<file path="config.mk">
export PLATFORM = sky130hd
export DESIGN_NAME = limb_carry_resolve
export DESIGN_NICKNAME = d
export VERILOG_FILES = /design/src/rtl/limb_carry_resolve.sv
export SDC_FILE = /design/constraint.sdc
export NUM_CORES = 1
export LEC_CHECK = 0
export CORE_MARGIN = 5
export CORE_UTILIZATION = 52
export CTS_CLUSTER_DIAMETER = 120
export DETAILED_ROUTE_END_ITERATION = 10
export GPL_ROUTABILITY_DRIVEN = 0
export PLACE_DENSITY_LB_ADDON = 0.12
export RECOVER_POWER = 25
export SETUP_SLACK_MARGIN = 0.4
export SYNTH_ARGS = -nofsm -noshare
export SYNTH_HDL_FRONTEND = slang
export SYNTH_SLANG_ARGS = --single-unit
</file>
<file path="constraint.sdc">
create_clock -name clk -period 3.7 [get_ports clk]
set_input_delay 0.74 -clock clk [delete_from_list [all_inputs] [get_ports clk]]
set_output_delay 0.74 -clock clk [all_outputs]
set_load 0.01 [all_outputs]
</file>
<file path="src/rtl/limb_carry_resolve.sv">
// Serial carry resolver: folds N+4-bit redundant column sums into normalised N-bit limbs.
// Optional macro LIMB_RESOLVE_FLUSH_EN appends one extra limb per frame holding the final carry.
module limb_carry_resolve #(
    parameter int N         = 17,
    parameter int NUM_LIMBS = 8
) (
    input  logic         clk,
    input  logic         reset_n,
    input  logic         col_valid,
    output logic         col_ready,
    input  logic [N+3:0] col_sum,
    input  logic         col_last,
    output logic         limb_valid,
    input  logic         limb_ready,
    output logic [N-1:0] limb_data,
    output logic         limb_last,
    output logic [3:0]   carry_out,
    output logic         frame_err,
    input  logic         err_clr
);
    localparam int IDX_W = $clog2(NUM_LIMBS) + 1;
    localparam logic [IDX_W-1:0] IDX_MAX = IDX_W'(NUM_LIMBS - 1);

`ifdef LIMB_RESOLVE_FLUSH_EN
    // state | meaning
    // ACCUM | accepting columns, one limb per accepted column
    // FLUSH | column input held off while the final carry is emitted as its own limb
    typedef enum logic {ACCUM, FLUSH} state_t;
    state_t state_q, state_d;
`endif

    logic [3:0]       carry_q, carry_d;
    logic [IDX_W-1:0] idx_q, idx_d;
    logic             limb_valid_q, limb_valid_d;
    logic [N-1:0]     limb_data_q, limb_data_d;
    logic             limb_last_q, limb_last_d;
    logic [3:0]       carry_out_q, carry_out_d;
    logic             frame_err_q, frame_err_d;

    logic [N+4:0]     t;
    logic [3:0]       c_next;
    logic             out_free;
    logic             accept;
    logic             err_set;
    logic             unused_t_msb;

    assign out_free = !limb_valid_q || limb_ready;
    // reset_n gating keeps col_ready low while the block is held in reset
`ifdef LIMB_RESOLVE_FLUSH_EN
    assign col_ready = reset_n && (state_q == ACCUM) && out_free;
`else
    assign col_ready = reset_n && out_free;
`endif
    assign accept = col_valid && col_ready;

    // MSB of t can never be set: col_sum <= 13*(2^N-1) and carry <= 12
    assign t            = {1'b0, col_sum} + {{(N+1){1'b0}}, carry_q};
    assign c_next       = t[N+3:N];
    assign unused_t_msb = t[N+4];

    always_comb begin
        carry_d      = carry_q;
        idx_d        = idx_q;
        err_set      = 1'b0;
        limb_valid_d = limb_valid_q && !limb_ready;
        limb_data_d  = limb_data_q;
        limb_last_d  = limb_last_q;
        carry_out_d  = carry_out_q;
`ifdef LIMB_RESOLVE_FLUSH_EN
        state_d      = state_q;
`endif
        if (accept) begin
            limb_valid_d = 1'b1;
            limb_data_d  = t[N-1:0];
            limb_last_d  = 1'b0;
            carry_out_d  = 4'd0;
            if (col_last) begin
                err_set = (idx_q != IDX_MAX);
                idx_d   = '0;
`ifdef LIMB_RESOLVE_FLUSH_EN
                carry_d = c_next;
                state_d = FLUSH;
`else
                limb_last_d = 1'b1;
                carry_out_d = c_next;
                carry_d     = 4'd0;
`endif
            end else if (idx_q == IDX_MAX) begin
                // overrun: frame ends silently, no limb_last
                err_set = 1'b1;
                idx_d   = '0;
                carry_d = 4'd0;
            end else begin
                idx_d   = idx_q + IDX_W'(1);
                carry_d = c_next;
            end
        end
`ifdef LIMB_RESOLVE_FLUSH_EN
        else if (state_q == FLUSH && out_free) begin
            limb_valid_d = 1'b1;
            limb_data_d  = {{(N-4){1'b0}}, carry_q};
            limb_last_d  = 1'b1;
            carry_out_d  = 4'd0;
            carry_d      = 4'd0;
            state_d      = ACCUM;
        end
`endif
        if (err_set)      frame_err_d = 1'b1;
        else if (err_clr) frame_err_d = 1'b0;
        else              frame_err_d = frame_err_q;
    end

    always_ff @(posedge clk or negedge reset_n) begin
        if (!reset_n) begin
            carry_q      <= 4'd0;
            idx_q        <= '0;
            limb_valid_q <= 1'b0;
            limb_data_q  <= '0;
            limb_last_q  <= 1'b0;
            carry_out_q  <= 4'd0;
            frame_err_q  <= 1'b0;
`ifdef LIMB_RESOLVE_FLUSH_EN
            state_q      <= ACCUM;
`endif
        end else begin
            carry_q      <= carry_d;
            idx_q        <= idx_d;
            limb_valid_q <= limb_valid_d;
            limb_data_q  <= limb_data_d;
            limb_last_q  <= limb_last_d;
            carry_out_q  <= carry_out_d;
            frame_err_q  <= frame_err_d;
`ifdef LIMB_RESOLVE_FLUSH_EN
            state_q      <= state_d;
`endif
        end
    end

    assign limb_valid = limb_valid_q;
    assign limb_data  = limb_data_q;
    assign limb_last  = limb_last_q;
    assign carry_out  = carry_out_q;
    assign frame_err  = frame_err_q;
endmodule

</file>
Word-level counts from Yosys, hierarchy flattened
Cells that the tools add are included.

storage, ports and cells
  register bits after elaboration = 32
  output and inout port bits = 25
  bits of input ports = 27
  logic and storage cells = 30

operators by class
  muxes and demuxes = 12
  eq/ne operators = 2
  reduce and logical (&&, ||, !) cells = 7
  add/subtract/negate cells = 2

operators by type and width
  cell                                                  count
  adder 21 x 4 -> 21 bit                                1
  two-way mux 4 bit                                     5
  two-way mux 1 bit                                     7
  adder 4 x 1 -> 4 bit (second input constant)          1
  equality test 4 x 3 -> 1 bit (second input constant)  1
  != test 4 x 3 -> 1 bit (second input constant)        1
  logical AND 1 bit                                     3
  logical NOT 1 bit                                     2
  nonzero test 2 bit                                    1
  logical OR 1 bit                                      1

Logic depth before layout (Yosys ltp)
  depth after elaboration = 6
  gate-level depth with buffers = 8

Worst setup path before layout
Ideal clock, no wire load.

  path kind = input-to-reg
  start point = in col_sum[0]
  end point = reg carry_q[1]
  setup slack = 1.285 ns
  data arrival time = 2.289 ns
  cell stages on the path = 7
  cells stage by stage = ha_1 -> fa_1 -> a211o_1 -> nand3_1 -> buf_2 -> nor3_1 -> a221o_1

between the ends
  longest elaborated chain between the ends = 3

ends and longest elaborated chain
  what                    line  source
  start, declared         11    input logic [N+3:0] col_sum,
  adder 21 x 4 -> 21 bit  57    assign t = {1'b0, col_sum} + {{(N+1){1'b0}}, carry_q};
  two-way mux 4 bit       88    end else if (idx_q == IDX_MAX) begin
  two-way mux 4 bit       77    if (col_last) begin
  end signal, assigned    126   carry_q <= carry_d;
  end, declared           32    logic [3:0] carry_q, carry_d;

Every way passes these cells.
A chain may end at the register's enable or synchronous reset.

Worst setup path after layout
  start point = in reset_n
  end point = out col_ready

between the ends
  longest elaborated chain between the ends = 1

ends and longest elaborated chain
  what               line  source
  start, declared    8     input logic reset_n,
  logical AND 1 bit  52    assign col_ready = reset_n && out_free;
  end, declared      10    output logic col_ready,

Every way passes these cells.

==> impl_metrics.ini <==
[grt]
antenna_found_initial = 0
overflow = 0
grt_max_degree = 27
grt_pass1_vias = 1711
grt_pass1_wl_mm = 7.93
track_usage_pct = 19.1

[cts]
cts_made_buffers = 5
postCtsSetupBuffers = 0
clk_latency_ps = 280
clockRootBuffer = clkbuf_8
cts.clk_slew.worst_paths_ps = 60
cts_tree = done
cts_hold_buf = 0
cts.path.max_buffers = 2
clkSinkCount = 32
cts_max_level = 2
cts_resized = 0

[setup_path]
critical_path_class = in2out
rr_endpoint = carry_q[1]$_DFFE_PN0P_
crit_arrival_ps = 2280
start_kind = primary input
path_cells = dlygate4sd3_1, nor2b_1, clkdlybuf4s50_1
slowest_delay_ps = 790
worstReg2RegStart = carry_q[0]$_DFFE_PN0P_
worstPathRequired_ps = 2960
rrSetupSlack_ps = 1380
cp_max_fo = 9
crit_slowest_cell = dlygate4sd3_1
cp-end-kind = output port
rr_worst_depth = 6

[synth]
netlist_area_um2 = 1960
synth_top_area_share_pct = 40.9
yosys.area.top_type = dfrtp_1
yosys_warnings = 0
synth_cell_types = 46
yosys-top-cells-count = nand2_1 (34), dfrtp_1 (32), nand3_1 (18)
synthArstFlopShare_pct = 100
synth_nets = 241
synth.most_common_cell = nand2_1
synth_cells = 208
netlist_top_cells_area = dfrtp_1 (41%), nand2_1 (6.5%), nand3_1 (4.6%), ha_1 (3.2%), o311ai_1 (3.1%)
ys_seq_elements = 32
synthFlopType = dfrtp_1
synth_seq_area_share_pct = 40.9
syn_avg_cell_area_um2 = 9.40
synth_edf_count = 0

[placement]
io_buffers = 51
dpl_cell_area_um2 = 2480
dp_hpwl_mm = 3.57

[run]
maxCapViolations = 0

[floorplan]
dieArea_um2 = 5090
die_w_um = 71.3
start_util_pct = 53.4
rows = 22
io_pins = 52
design.core.area_um2 = 3660
die_h_um = 71.3

[detailed_routing]
drc = 0
detail_route.wirelength_mm = 4.65
num_vias = 1782
first_pass_iters = 4
vias_per_cell = 5.80
wl_per_cell_um = 15.1
drtAntennaViolNets = 0
drt_iter0_drc = 103

[min_path]
whs_path_depth = 2
hold_path_class = reg2reg
hp-start = limb_data[9]$_DFFE_PN0P_
hold_path_end = limb_data[9]$_DFFE_PN0P_

[timing]
rsz0062_at_grt = false
timing.final.crit_share_pct = 81.5
slew-limit-headroom_pct = 6.82
setup-tns-final_ps = 0
fin_crit_ps = 3020
hold_viol_final = 0
slew_viol_final = 0
fin_worst_skew_ps = 4.39
worst_slew_pin_slew_ps = 1400
finalSetupViolations = 0
max_freq_ghz = 0.332

[final_layout]
antennaDiodeCount = 0
drive_gt1_share_pct = 6.18
fin_area_um2 = 2570
nFillCells = 303
postLayoutCoreUtil_pct = 70.1
area.growth.synth_to_final_pct = 31.2
final_nets = 291

[power_and_ir_drop]
p_per_area_nw_per_um2 = 404
power_mw = 1.04
ir_drop_mv = 0.233
p_leak_nw = 1.09

[run_status]
status = completed
## cells in the final DEF (no fill, tap or decap), drive strengths merged, types with 3 or more instances in the layout
cell           instances
ha                     5
and2                   3
or3                    3
nand3                 19
nor3                   4
o311ai                 7
dfrtp                 32
xor2                   4
nand2                 34
nor4                   6
xnor2                  3
a21o                   5
nor2                   3
a21oi                  3
buf                    3
clkdlybuf4s50         50
nand2b                 3
clkbuf                 9
nand4bb                4
inv                    4
or4                    6
and3                   3
o211ai                 8
nand4                  7
nor2b                  3
o21ai                  9
## through the flow
step | hold slack, ps | worst slack [ps] | std cells
finish | 481 | 685 | 307
global route | 511 | 564 | 307
CTS | 488 | 717 | 307
detailed placement | 472 | 526 | 299
global placement | 458 | 609 | 299
floorplan | 444 | 1280 | 208
## cells by family (layout without fill, tap and decap cells)
family | Yosys count | in the layout | share of synthesized area [%]
AOI/OAI and AO/OA | 43 | 43 | 16.1
xor gates and xnor gates | 7 | 7 | 3.14
adders and majority gates | 6 | 6 | 4.22
buffers and inverters | 16 | 67 | 4.67
DFF | 32 | 32 | 40.9
muxes | 1 | 1 | 0.576
and+or+nand+nor | 103 | 103 | 30.4
## routing by layer
layer  up-vias  GRT usage [%]  share of wire [%]
met5         -              0                  0
met4         0           4.38               0.77
met3         6           3.79                5.7
met2        57           30.3                 47
met1       832           26.9                 46
li1        887              -                  -
## how the worst max path moves through the flow
stage,start,end,cells past startpoint
2_1_floorplan,col_sum[0],carry_q[1]$_DFFE_PN0P_,7
3_3_place_gp,col_sum[0],carry_q[1]$_DFFE_PN0P_,7
3_5_place_dp,reset_n,limb_data[12]$_DFFE_PN0P_,5
4_1_cts,reset_n,col_ready,3
5_1_grt,reset_n,col_ready,3
6_report,reset_n,col_ready,3
## flip-flops by register name, summed over array words and instances (netlist names)
signal	cells
idx_q	4
carry_out	4
limb_data	17
limb_valid	1
frame_err	1
carry_q	4
limb_last	1
## cell type report
cell class	instances	area [um2]	area share, %
inverter	4	15.0	0.585
timing repair buffer	55	537	20.9
clock buffer	8	90.1	3.51
multi-input combinational	160	1060	41.4
sequential	32	801	31.2
tap	48	60.1	2.34
## power by group
group          leakage, nW  switching, mW  internal (mW)
Combinational        0.650          0.144          0.170
Sequential           0.398         0.0384          0.410
Clock               0.0455          0.122          0.152
## worst max-delay path, delay by kind of cell
family,cells,cell delay [ps]
simple gates,1,190
buf+inv,2,1340
No activity file was read; power rests on OpenSTA's default activity.
